**config.mk**
```make
export PLATFORM = sky130hd
export DESIGN_NAME = mod_const_mul_seq
export DESIGN_NICKNAME = d
export VERILOG_FILES = /design/src/rtl/mod_const_mul_seq.sv
export SDC_FILE = /design/constraint.sdc
export NUM_CORES = 1
export LEC_CHECK = 0
export CORE_MARGIN = 1
export CORE_UTILIZATION = 45
export CTS_BUF_LIST = sky130_fd_sc_hd__clkbuf_8
export DETAILED_ROUTE_END_ITERATION = 12
export PLACE_DENSITY = 0.67
export SETUP_SLACK_MARGIN = 0.2
export SLEW_MARGIN = 20
export SYNTH_ARGS = -nofsm -noshare
export SYNTH_HDL_FRONTEND = slang
export SYNTH_SLANG_ARGS = --single-unit
export TNS_END_PERCENT = 20
```
**constraint.sdc**
```tcl
create_clock -name clk -period 6.14 [get_ports clk]
set_clock_uncertainty 0.05 [all_clocks]
set_input_delay 0.921 -clock clk [delete_from_list [all_inputs] [get_ports clk]]
set_output_delay 0.921 -clock clk [all_outputs]
set_load 0.01 [all_outputs]
```
**src/rtl/mod_const_mul_seq.sv**
```systemverilog
`default_nettype none
// ============================================================================
// Module      : mod_const_mul_seq
// Description : Sequential modular constant multiplier, z = (x * K) mod M.
//               Bit-serial, MSB-first Horner evaluation: each RUN cycle
//               doubles the accumulator, reduces it, then conditionally adds
//               K and reduces again. No multiplier or divider is used.
//               It takes W RUN cycles per operand, with valid/ready
//               handshakes on both sides.
// Parameters  : M (modulus, 2..2^W), K (constant, 0..M-1), W (width)
// Ports       : clk       - rising-edge clock
//               rst_n     - asynchronous active-low reset
//               in_valid  - x is valid
//               in_ready  - block can accept x (IDLE only)
//               x         - W-bit multiplicand, any value accepted
//               out_valid - z is valid (DONE)
//               out_ready - downstream accepts z
//               z         - W-bit result, always < M, held until next result
//               busy      - high in RUN or DONE
//               x_oor     - latched (x >= M) flag, only with MODMUL_OOR_CHK_EN
// Options     : MODMUL_OOR_CHK_EN - adds the x_oor port and its flag register
// Revision    : 1.0 - initial release
// ============================================================================
module mod_const_mul_seq #(
  parameter int M = 47,
  parameter int K = 24,
  parameter int W = 6
) (
  input  logic         clk,
  input  logic         rst_n,
  input  logic         in_valid,
  output logic         in_ready,
  input  logic [W-1:0] x,
  output logic         out_valid,
  input  logic         out_ready,
  output logic [W-1:0] z,
  output logic         busy
`ifdef MODMUL_OOR_CHK_EN
  ,
  output logic         x_oor
`endif
);

  // Counter must hold W-1; keep at least one bit for W=1.
  localparam int              CNT_W    = (W > 1) ? $clog2(W) : 1;
  // M may equal 2^W, so the modulus and all intermediates use W+1 bits.
  localparam logic [W:0]      M_EXT    = (W+1)'(M);
  localparam logic [W:0]      K_EXT    = (W+1)'(K);
  localparam logic [CNT_W-1:0] CNT_LAST = CNT_W'(W - 1);

  if (W < 1 || W > 30 || M < 2 || M > (1 << W) || K < 0 || K >= M) begin : g_param_err
    $error("mod_const_mul_seq: illegal parameters (need 2<=M<=2^W, 0<=K<M)");
  end

  typedef enum logic [1:0] {
    S_IDLE = 2'd0,
    S_RUN  = 2'd1,
    S_DONE = 2'd2
  } state_t;

  state_t           state;
  state_t           state_nxt;
  logic [W-1:0]     xs;
  logic [W:0]       acc;
  logic [CNT_W-1:0] cnt;

  logic [W:0]       dbl;
  logic [W:0]       dbl_red;
  logic [W:0]       sum;
  logic [W:0]       step;

  // One Horner step. acc < M <= 2^W, so the shift never loses a set bit and
  // every partial value stays below 2*M, which fits in W+1 bits.
  always_comb begin
    dbl     = acc << 1;
    dbl_red = (dbl >= M_EXT) ? (dbl - M_EXT) : dbl;
    sum     = dbl_red + K_EXT;
    if (xs[W-1]) begin
      step = (sum >= M_EXT) ? (sum - M_EXT) : sum;
    end else begin
      step = dbl_red;
    end
  end

  // State register
  always_ff @(posedge clk or negedge rst_n) begin
    if (!rst_n) begin
      state <= S_IDLE;
    end else begin
      state <= state_nxt;
    end
  end

  // Next state and handshake outputs
  always_comb begin
    state_nxt = state;
    in_ready  = 1'b0;
    out_valid = 1'b0;
    busy      = 1'b0;
    case (state)
      S_IDLE: begin
        in_ready = 1'b1;
        if (in_valid) begin
          state_nxt = S_RUN;
        end
      end
      S_RUN: begin
        busy = 1'b1;
        if (cnt == '0) begin
          state_nxt = S_DONE;
        end
      end
      S_DONE: begin
        busy      = 1'b1;
        out_valid = 1'b1;
        if (out_ready) begin
          state_nxt = S_IDLE;
        end
      end
      default: begin
        state_nxt = S_IDLE;
      end
    endcase
  end

  // Datapath registers
  always_ff @(posedge clk or negedge rst_n) begin
    if (!rst_n) begin
      xs  <= '0;
      acc <= '0;
      cnt <= '0;
      z   <= '0;
    end else begin
      case (state)
        S_IDLE: begin
          if (in_valid) begin
            xs  <= x;
            acc <= '0;
            cnt <= CNT_LAST;
          end
        end
        S_RUN: begin
          acc <= step;
          xs  <= xs << 1;
          if (cnt == '0) begin
            z <= step[W-1:0];
          end else begin
            cnt <= cnt - CNT_W'(1);
          end
        end
        default: begin
        end
      endcase
    end
  end

`ifdef MODMUL_OOR_CHK_EN
  // Flags operands outside the residue range; the result is still the true
  // (x*K) mod M because the Horner recurrence never assumes x < M.
  always_ff @(posedge clk or negedge rst_n) begin
    if (!rst_n) begin
      x_oor <= 1'b0;
    end else if (state == S_IDLE && in_valid) begin
      x_oor <= ({1'b0, x} >= M_EXT);
    end
  end
`endif

endmodule
`default_nettype wire

```
# Yosys cells after proc, flatten, opt, wreduce, memory -nomap -nowiden

Index checks and enable logic that the tools add are counted.

Flip-flop bits (word level): 23
Bits in latches: 0
RAM bits: 0
Bits in read-only memories: 0
Input bits: 10
Output and inout bits: 9
Word-level logic and storage cells: 42
Memories: 0

Add/subtract/negate cells: 4
Multipliers: 0
Div/mod/pow operators: 0
$lt $le $gt $ge: 2
Eq/ne operators: 6
Shift operators: 0
Multiplexer cells: 17
Bitwise logic cells: 0
Reductions and logical operators: 8

Operators by type and width:

| kind                  | count |
|---|---|
| $mux W6               | 4 |
| $pmux W6 S2           | 2 |
| $ge A7 B6 Y1 const B  | 2 |
| $ne A2 B2 Y1 const B  | 4 |
| $add A7 B5 Y7 const B | 1 |
| $mux W7               | 1 |
| $sub A7 B6 Y7 const B | 1 |
| $mux W2               | 3 |
| $mux W3               | 2 |
| $pmux W2 S3           | 1 |
| $pmux W3 S2           | 1 |
| $reduce_and A3 Y1     | 2 |
| $sub A6 B6 Y6 const B | 1 |
| $reduce_and A2 Y1     | 2 |
| $logic_not A3 Y1      | 1 |
| $mux W1               | 3 |
| $sub A3 B1 Y3 const B | 1 |
| $eq A2 B1 Y1 const B  | 1 |
| $eq A2 B2 Y1 const B  | 1 |
| $logic_not A2 Y1      | 1 |
| $reduce_bool A2 Y1    | 1 |
| $reduce_or A2 Y1      | 1 |

# Depth between registers and ports, before layout

Gate-level depths: netlist (run 1).

Depth after elaboration: 7
Gate-level depth with buffers: 11
Depth with buffers taken out: 10

# Worst setup path after synthesis (run 1)

Ideal clock, no wire load.

Path kind: reg2reg
Start point: register acc[5]
End point: register z[3]
Library setup time: 0.129 ns
Arrival time: 2.147 ns
Data required time: 5.961 ns
Slack: 3.813 ns
Cell stages (with the launch flop): 11
Buffers on the path: 1
Period minus slack after synthesis: 2.327 ns
Path through: dfrtp_1 > buf_6 > and2b_4 > a21o_1 > ha_1 > nor3_1 > o22ai_1 > a211o_1 > o311ai_2 > xnor2_1 > o21ai_1

Longest elaborated chain between the ends: 6
Elaborated cells on any way between the ends: 8
Those cells by class: add/sub: 3; order compare: 2; mux: 3

Ends and longest elaborated chain:

| what                                          | line | RTL |
|---|---|---|
| start, declared                               | 64   | `logic [W:0] acc;` |
| start signal, assigned                        | 143  | `acc <= step;` |
| $sub A7 B6 Y7 or $ge A7 B6 Y1 (tied branches) | 76   | `dbl_red = (dbl >= M_EXT) ? (dbl - M_EXT) : dbl;` |
| $mux W7 (*)                                   | 76   |  |
| $add A7 B5 Y7                                 | 77   | `sum = dbl_red + K_EXT;` |
| $ge A7 B6 Y1 or $sub A6 B6 Y6 (tied branches) | 79   | `step = (sum >= M_EXT) ? (sum - M_EXT) : sum;` |
| $mux W6                                       | 79   |  |
| $mux W6 (*)                                   | 78   | `if (xs[W-1]) begin` |
| end signal, assigned                          | 146  | `z <= step[W-1:0];` |
| end, declared                                 | 36   | `output logic [W-1:0] z,` |

Every way passes the cells marked *; elsewhere a longest branch is shown, timed or not.
A chain may end at the register's enable or synchronous reset.

# Worst setup path after layout (run 1)

Start point: register acc[5]
End point: register acc[3]

Longest elaborated chain between the ends: 7
Elaborated cells on any way between the ends: 9
Those cells by class: add/sub: 3; order compare: 2; mux: 4

Ends and longest elaborated chain:

| what                                          | line | RTL |
|---|---|---|
| $sub A7 B6 Y7 or $ge A7 B6 Y1 (tied branches) | 76   |  |
| $mux W7 (*)                                   | 76   |  |
| $add A7 B5 Y7                                 | 77   |  |
| $ge A7 B6 Y1 or $sub A6 B6 Y6 (tied branches) | 79   |  |
| $mux W6                                       | 79   |  |
| $mux W6 (*)                                   | 78   |  |
| $pmux W6 S2 (*)                               | 134  | `case (state)` |

Marked as above.

==> impl_metrics.toml, run 1 <==
[cts]
numCtsBuffers = 3
hold_buffers = 0
max-clock-path-buffers = 2
cts_tree = "done"
post_cts_resized = 0
h-tree-depth = 1
cts_setup_buffers = 0
cts_sinks = 23
path_clk_slew_ns = 0.08
insertion_delay_ns = 0.26
root_buffer = "clkbuf_8"

[placement]
gp_congestion = 0.847
place_inst = 222
port_buffers = 18
post-place-ws_ns = 3.38
hpwl_um = 2360

[final_layout]
finalNetCount = 201
num-fill-cells = 305
stdcell_count = 226
synthToLayoutAreaGrowth_pct = 15.4
diodes = 0
post_route_cells_drive_above_1_share_pct = 9.34

[sta]
whs_ns = 0.440
relSlewSlack_pct = 48.6
worst_pin_slew_ns = 0.756
finalHoldViolCount = 0
min_period_over_period_pct = 43.3
setup_slack_ns = 3.48
timing.fmax_mhz = 376
finalSetupTns_ns = 0
slew_viol_final = 0
period_minus_slack_ns = 2.66
setup_viol = 0
rsz0062_at_grt = "false"

[yosys]
syn-cell-area_mm2 = 0.00153
yosysSeqAreaShare_pct = 37.5
synthCells = 167
synthTopCellsByCount = "23 x dfrtp_1, 21 x nand2_1, 14 x o21ai_0"
yosysMostFrequentCell = "dfrtp_1"
synthTopCellsByArea = "dfrtp_1 38%, ha_1 6.5%, mux2i_1 5.2%"
ys_ff_latch = 23
synth_flop_cell = "dfrtp_1"
synth-edff-count = 0
syn_nets = 185
yosysWarnings = 0
synth.avg_cell_area_um2 = 9.19
yosys.area.top_type_share_pct = 37.5
synth-async-reset-ratio_pct = 100
synth_cell_types = 47
synth_top_cell_by_area = "dfrtp_1"

[route]
wl_per_cell_um = 13.7
viasPerCell = 5.65
drc = 0
drt-total-wl_um = 3090
ant_nets = 0
num_vias = 1278
drtIter0Drc = 63
drt_pass1_iterations = 4

[grt]
antenna_found_initial = 0
grt_overflow_total = 0
grt_usage_pct = 19.0
grt_max_degree = 24
grt_pass1_wl_um = 5180
grt_pass1_vias = 1154

[setup_path]
criticalPathCategory = "flip-flop to flip-flop"
end_kind = "flip-flop"
crit_fanout = 12
worst_setup_path_start_kind = "flip-flop"
arrival_ns = 2.73
cp.required_ns = 6.22

[power]
ir_worst_vdd_uv = 256
p_leak_nw = 0.728
p_per_area_mw_per_mm2 = 470

[die]
core_area_mm2 = 0.00315
ioPinCount = 19
start_util_pct = 48.7
die_y_um = 60.4
rows = 20
dieArea_mm2 = 0.00365
die_x_um = 60.4

[min_path]
min_path_type = "flip-flop to flip-flop"

[run]
drv_cap = 0

[status]
outcome = "finished, final reports clean"
flip-flops by register name, indices dropped and copies added (netlist names):
signal and count:
cnt 3, state 2, acc 6, xs 6
z 6
power by group:
group	switching, mW	internal (mW)	total (mW)
combinational	0.264	0.213	0.477
sequential	0.0610	0.205	0.266
clock	0.0446	0.0445	0.0891
total	0.370	0.463	0.832
logic make-up after synthesis:
group	share of synthesized area (%)
AO/OA/AOI/OAI	23.4
adder cells (fa/ha/maj)	6.53
buffers and inverters	5.22
flip-flops	37.5
XOR/XNOR	2.28
AND/OR/NAND/NOR	18.4
multiplexers	6.69
placed cells by master, fill, tap and decap left out, drive strengths merged, types with 4 or more instances in the layout:
cell type / Yosys / final
o31ai: 4 / 4
ha: 8 / 8
nor3: 4 / 4
inv: 10 / 11
nand2: 21 / 21
o21ai: 19 / 19
mux2i: 8 / 8
o22ai: 6 / 6
nand2b: 4 / 4
a21oi: 10 / 10
nor2: 9 / 9
dfrtp: 23 / 23
clkdlybuf4s50: 0 / 17
metal layers:
layer  global-route usage (%)  vias to the layer above  part of all wire, %  wire, um
met1                     24.3                      601                   46      1440
li1                         -                      637                    -         -
met2                     33.3                       36                   48      1500
met3                     3.20                        4                  4.3       133
met4                     4.98                        0                 0.74        23
met5                        0                        -                    0         0
critical path, stage by stage (launching register included):
cell,delay [ns]
dfrtp_1,0.63
nor2_2,0.17
a21o_1,0.22
ha_1,0.34
nor3_1,0.28
o22ai_1,0.14
a211o_1,0.32
o311ai_2,0.09
xnor2_1,0.20
o22ai_1,0.11
final cells by class:
type / instances / area, um2 / share of cell area [%]
clock buffer: 3 / 41.3 / 2.33
clock inverter: 1 / 3.75 / 0.212
inverter: 10 / 37.5 / 2.12
multi-input combinational: 127 / 882 / 49.8
sequential: 23 / 576 / 32.5
tap: 44 / 55.1 / 3.11
timing repair buffer: 18 / 175 / 9.89
path summary, 6_finish.rpt:
| path | from | end | slack [ns] | cells after the start |
|---|---|---|---|---|
| worst min register to register | z[1] | z[1] | 0.44 | 2 |
| worst max register to register | acc[5] | acc[3] | 3.48 | 9 |
| min in group asynchronous | rst_n | state[1] | 0.57 | 1 |
| worst max-delay path | acc[5] | acc[3] | 3.48 | 9 |
| worst min-delay path | z[1] | z[1] | 0.44 | 2 |
| max in group asynchronous | rst_n | acc[4] | 5.13 | 1 |
per-stage QoR:
| step | power [mW] | utilization, % | area (um2) |
|---|---|---|---|
| 3_5_place_dp | 0.743 | 54.8 | 1730 |
| 4_1_cts | 0.833 | 56.2 | 1770 |
| 5_1_grt | 0.904 | 56.2 | 1770 |
| 3_3_place_gp | 0.724 | 54.8 | 1730 |
| 2_1_floorplan | 0.619 | - | 1530 |
| 6_report | 0.832 | 56.2 | 1770 |
Power figures use the tool's default switching activity.
==> inputs of run 2 (changes only) <==
- PLACE_DENSITY: 0.67 -> 0.69
- clock period: 6.14 -> 2.42 ns (I/O delays scaled with it)
==> impl_metrics.toml, run 2 (synthesis gave the netlist of run 1 again) <==
[status]
outcome = "finished, final reports clean"

[cts]
path_clk_slew_ns = 0.08
h-tree-depth = 1
max-clock-path-buffers = 2
numCtsBuffers = 3
cts_tree = "done"
insertion_delay_ns = 0.26
hold_buffers = 0
root_buffer = "clkbuf_8"
cts_sinks = 23

[power]
ir_worst_vdd_uv = 673
p_per_area_mw_per_mm2 = 1210
p_leak_nw = 0.808

[setup_path]
critical_path.reg2reg.startpoint = "acc[3]"
crit_path_max_incr_delay_ns = 0.41
crit_fanout = 10
r2r-end = "acc[1]"
criticalPathCategory = "flip-flop to flip-flop"
cp_num_buf_inv = 2
arrival_ns = 2.29
slowest_stage = "dfrtp_1"
rr_worst_depth = 11
end_kind = "flip-flop"
worst_setup_path_start_kind = "flip-flop"
r2r_setup_slack_ns = 0.22
critical_path.top_delay_family = "compound AO/OA/AOI/OAI gates"
cp.required_ns = 2.51
path_cells = "buf_4 > a21oi_4 > inv_1 > ha_1 > nand2_2 > nor3_4 > o22ai_1 > a21oi_2 > nor2_2 > mux2i_1 > o21ai_0"

[route]
drtIter0Drc = 38
viasPerCell = 5.61
drc = 0
num_vias = 1353
drt_pass1_iterations = 4
drt-total-wl_um = 3480
wl_per_cell_um = 14.4
ant_nets = 0

[final_layout]
reg_top3 = "acc (6), xs (6), z (6)"
final_cell_mix = "21 x dfrtp_1, 20 x nand2_1, 18 x clkdlybuf4s50_1, 15 x buf_4, 12 x o21ai_0"
layout_commonest_cell = "dfrtp_1"
stdcell_count = 241
num-fill-cells = 294
finalNetCount = 216
diodes = 0
post_route_cells_drive_above_1_share_pct = 21.3
design_area_mm2 = 0.00196
synthToLayoutAreaGrowth_pct = 27.6

[die]
rows = 20
dieArea_mm2 = 0.00365
ioPinCount = 19
die_x_um = 60.4
die_y_um = 60.4
start_util_pct = 48.7
core_area_mm2 = 0.00315

[grt]
grt_pass1_wl_um = 5790
antenna_found_initial = 0
grt_overflow_total = 0
grt_pass1_vias = 1326
grt_max_degree = 24
grt_usage_pct = 21.3

[sta]
setup_viol = 0
slew_viol_final = 0
worst_pin_slew_ns = 0.616
timing.fmax_mhz = 454
whs_ns = 0.392
rsz0062_at_grt = "true"
relSlewSlack_pct = 58.8
finalHoldViolCount = 0
period_minus_slack_ns = 2.20
min_period_over_period_pct = 91.1
finalSetupTns_ns = 0
setup_slack_ns = 0.216

[placement]
port_buffers = 18
gp_congestion = 0.823
hpwl_um = 2660
post-place-ws_ns = 0.109
place_inst = 231
place_area_mm2 = 0.00181

[run]
drv_cap = 0

[min_path]
min_path_type = "input port to async pin"
## run 2: stage by stage
| step | util (%) | power [mW] |
|---|---|---|
| finish | 62.1 | 2.36 |
| global route | 62.1 | 2.55 |
| CTS | 59.8 | 2.27 |
| detailed placement | 57.5 | 2.00 |
| global placement | 57.5 | 1.95 |
| floorplan | - | 1.60 |
## run 2: cell type report
cell class	count	area, um2	area share (%)
Clock buffer	3	41.3	2.11
Tap cell	44	55.1	2.81
Multi-Input combinational cell	127	947	48.4
Inverter	10	37.5	1.92
Clock inverter	1	5.00	0.256
Timing Repair Buffer	33	293	15.0
Sequential cell	23	578	29.5
## run 2: where the power goes
part / total, mW / switching (mW) / internal (mW)
registers: 0.638 / 0.115 / 0.523
logic: 1.49 / 0.789 / 0.701
clock network: 0.236 / 0.122 / 0.115
total: 2.36 / 1.03 / 1.34
## run 2: metal layers
layer | wire [um] | share of wire, % | vias to the layer above | GRT usage [%]
li1 | - | - | 667 | -
met1 | 1500 | 43 | 651 | 25.6
met2 | 1810 | 52 | 27 | 37.2
met3 | 109 | 3.1 | 8 | 3.20
met4 | 63 | 1.8 | 0 | 9.97
met5 | 0 | 0 | - | 0
## run 2: how the worst max path moves through the flow
stage               startpoint     end  slack [ns]  depth (start not counted)
finish                  acc[3]  acc[1]        0.22                         11
global route            acc[3]    z[2]        0.08                         11
CTS                     acc[4]    z[1]        0.20                          8
detailed placement      acc[4]    z[1]        0.11                          8
global placement        acc[4]    z[1]        0.16                          8
floorplan               acc[5]    z[3]        0.23                         10
## run 2: what timing repair did
item                       CTS  global route
pin swaps                    0             3
setup buffers                2             4
gates resized for setup      5             9
setup endpoints to repair   10            12
==> inputs of run 3 (changes only) <==
- CORE_UTILIZATION: 45 -> 57
- PLACE_DENSITY: 0.69 -> 0.82
- clock period: 2.42 -> 2.2 ns (I/O delays scaled with it)
==> impl_metrics.toml, run 3 (synthesis gave the netlist of run 1 again) <==
[cts]
insertion_delay_ns = 0.26
h-tree-depth = 1
max-clock-path-buffers = 2
cts_tree = "done"
cts_sinks = 23
root_buffer = "clkbuf_8"
numCtsBuffers = 3
path_clk_slew_ns = 0.08

[sta]
rsz0062_at_grt = "true"
period_minus_slack_ns = 2.18
relSlewSlack_pct = 59.7
finalHoldViolCount = 0
slew_viol_final = 0
worst_pin_slew_ns = 0.603
setup_slack_ns = 0.0244
finalSetupTns_ns = 0
min_period_over_period_pct = 98.9
setup_viol = 0
timing.fmax_mhz = 460

[route]
drt_pass1_iterations = 4
viasPerCell = 5.98
wl_per_cell_um = 14.9
drc = 0
num_vias = 1363
ant_nets = 0
drtIter0Drc = 24
drt-total-wl_um = 3400

[die]
ioPinCount = 19
die_x_um = 53.9
dieArea_mm2 = 0.00290
start_util_pct = 61.4
rows = 18
core_area_mm2 = 0.00250
die_y_um = 53.9

[setup_path]
worst_setup_path_start_kind = "flip-flop"
arrival_ns = 2.25
crit_fanout = 3
critical_path.reg2reg.startpoint = "acc[3]"
end_kind = "flip-flop"
cp.required_ns = 2.28
timing.critical_path.from = "acc[3]"
criticalPathCategory = "flip-flop to flip-flop"

[final_layout]
diodes = 0
design_area_mm2 = 0.00199
reg_top3 = "acc (6), xs (6), z (6)"
post_route_cells_drive_above_1_share_pct = 23.2
finalNetCount = 217
num-fill-cells = 151
regArea_um2 = 577
synthToLayoutAreaGrowth_pct = 29.8
multiInputGateArea_um2 = 986
final_cell_mix = "22 x dfrtp_1, 21 x nand2_1, 18 x clkdlybuf4s50_1, 14 x buf_4, 12 x o21ai_0"
layout_commonest_cell = "dfrtp_1"
stdcell_count = 228

[grt]
grt_usage_pct = 26.2
grt.busiest_layer = "met2"
grt_pass1_vias = 1306
grt_pass1_wl_um = 5500
antenna_found_initial = 0
use_met1_pct = 31.7
met3_usage_pct = 5.37
gr-usage-met2_pct = 45.3
grt_max_degree = 24
grt_overflow_total = 0

[min_path]
min_path_type = "input port to async pin"

[placement]
post-place-ws_ns = 0.0355
hpwl_um = 2410
port_buffers = 18
place_inst = 220
gp_congestion = 0.926
place_area_mm2 = 0.00182

[power]
p_per_area_mw_per_mm2 = 1370
fin_total_pwr_mw = 2.72
ir_worst_vdd_uv = 1130
p_leak_nw = 0.837

[status]
outcome = "finished, final reports clean"

[run]
drv_cap = 0
[run 3: worst paths after layout]
path                           to  slack [ns]  cells past startpoint
min in group clk             z[4]        0.44                      2
max reg2reg                  z[3]        0.02                      9
min reg2reg                  z[4]        0.44                      2
max in group asynchronous  acc[4]        1.47                      2
max                          z[3]        0.02                      9
min                          z[2]        0.37                      2
[run 3: where the power goes]
| group | internal [mW] | switching (mW) | leakage, nW |
|---|---|---|---|
| logic | 0.854 | 0.925 | 0.516 |
| clock network | 0.124 | 0.130 | 0.0269 |
| registers | 0.574 | 0.117 | 0.295 |
| total | 1.55 | 1.17 | 0.837 |
[run 3: routing by layer]
layer | routed length (um) | up-vias
li1 | - | 672
met1 | 1510 | 647
met2 | 1700 | 38
met3 | 160 | 6
met4 | 39 | 0
met5 | 0 | -
[run 3: worst max-delay path: stages (launching register included)]
cell and delay (ns):
dfrtp_1 0.42, and2b_4 0.21, a21o_1 0.19, ha_4 0.31, o41ai_4 0.08, o21ai_2 0.16
nand2_1 0.10, o311ai_2 0.25, xnor2_1 0.17, o21ai_1 0.10
[run 3: stage by stage]
stage          utilization, %  hold slack [ns]
4_1_cts                  76.0            0.382
2_1_floorplan               -          -0.0156
6_report                 79.6            0.372
3_5_place_dp             72.9            0.423
3_3_place_gp             72.9            0.412
5_1_grt                  79.6            0.408
[run 3: final cells by class]
class                   instances  area share, %
repair buffers                 34           15.5
well taps                      30           1.89
inverters                      10           1.89
flip-flops and latches         23           29.0
multi-input cells             127           49.5
clock inverters                 1          0.189
clock buffers                   3           2.07
[run 3: what timing repair did]
action,4_1_cts,5_1_grt
buffers inserted,2,2
pin swaps,0,10
gates resized for setup,3,15
hold buffers,0,0
setup endpoints to repair,10,13
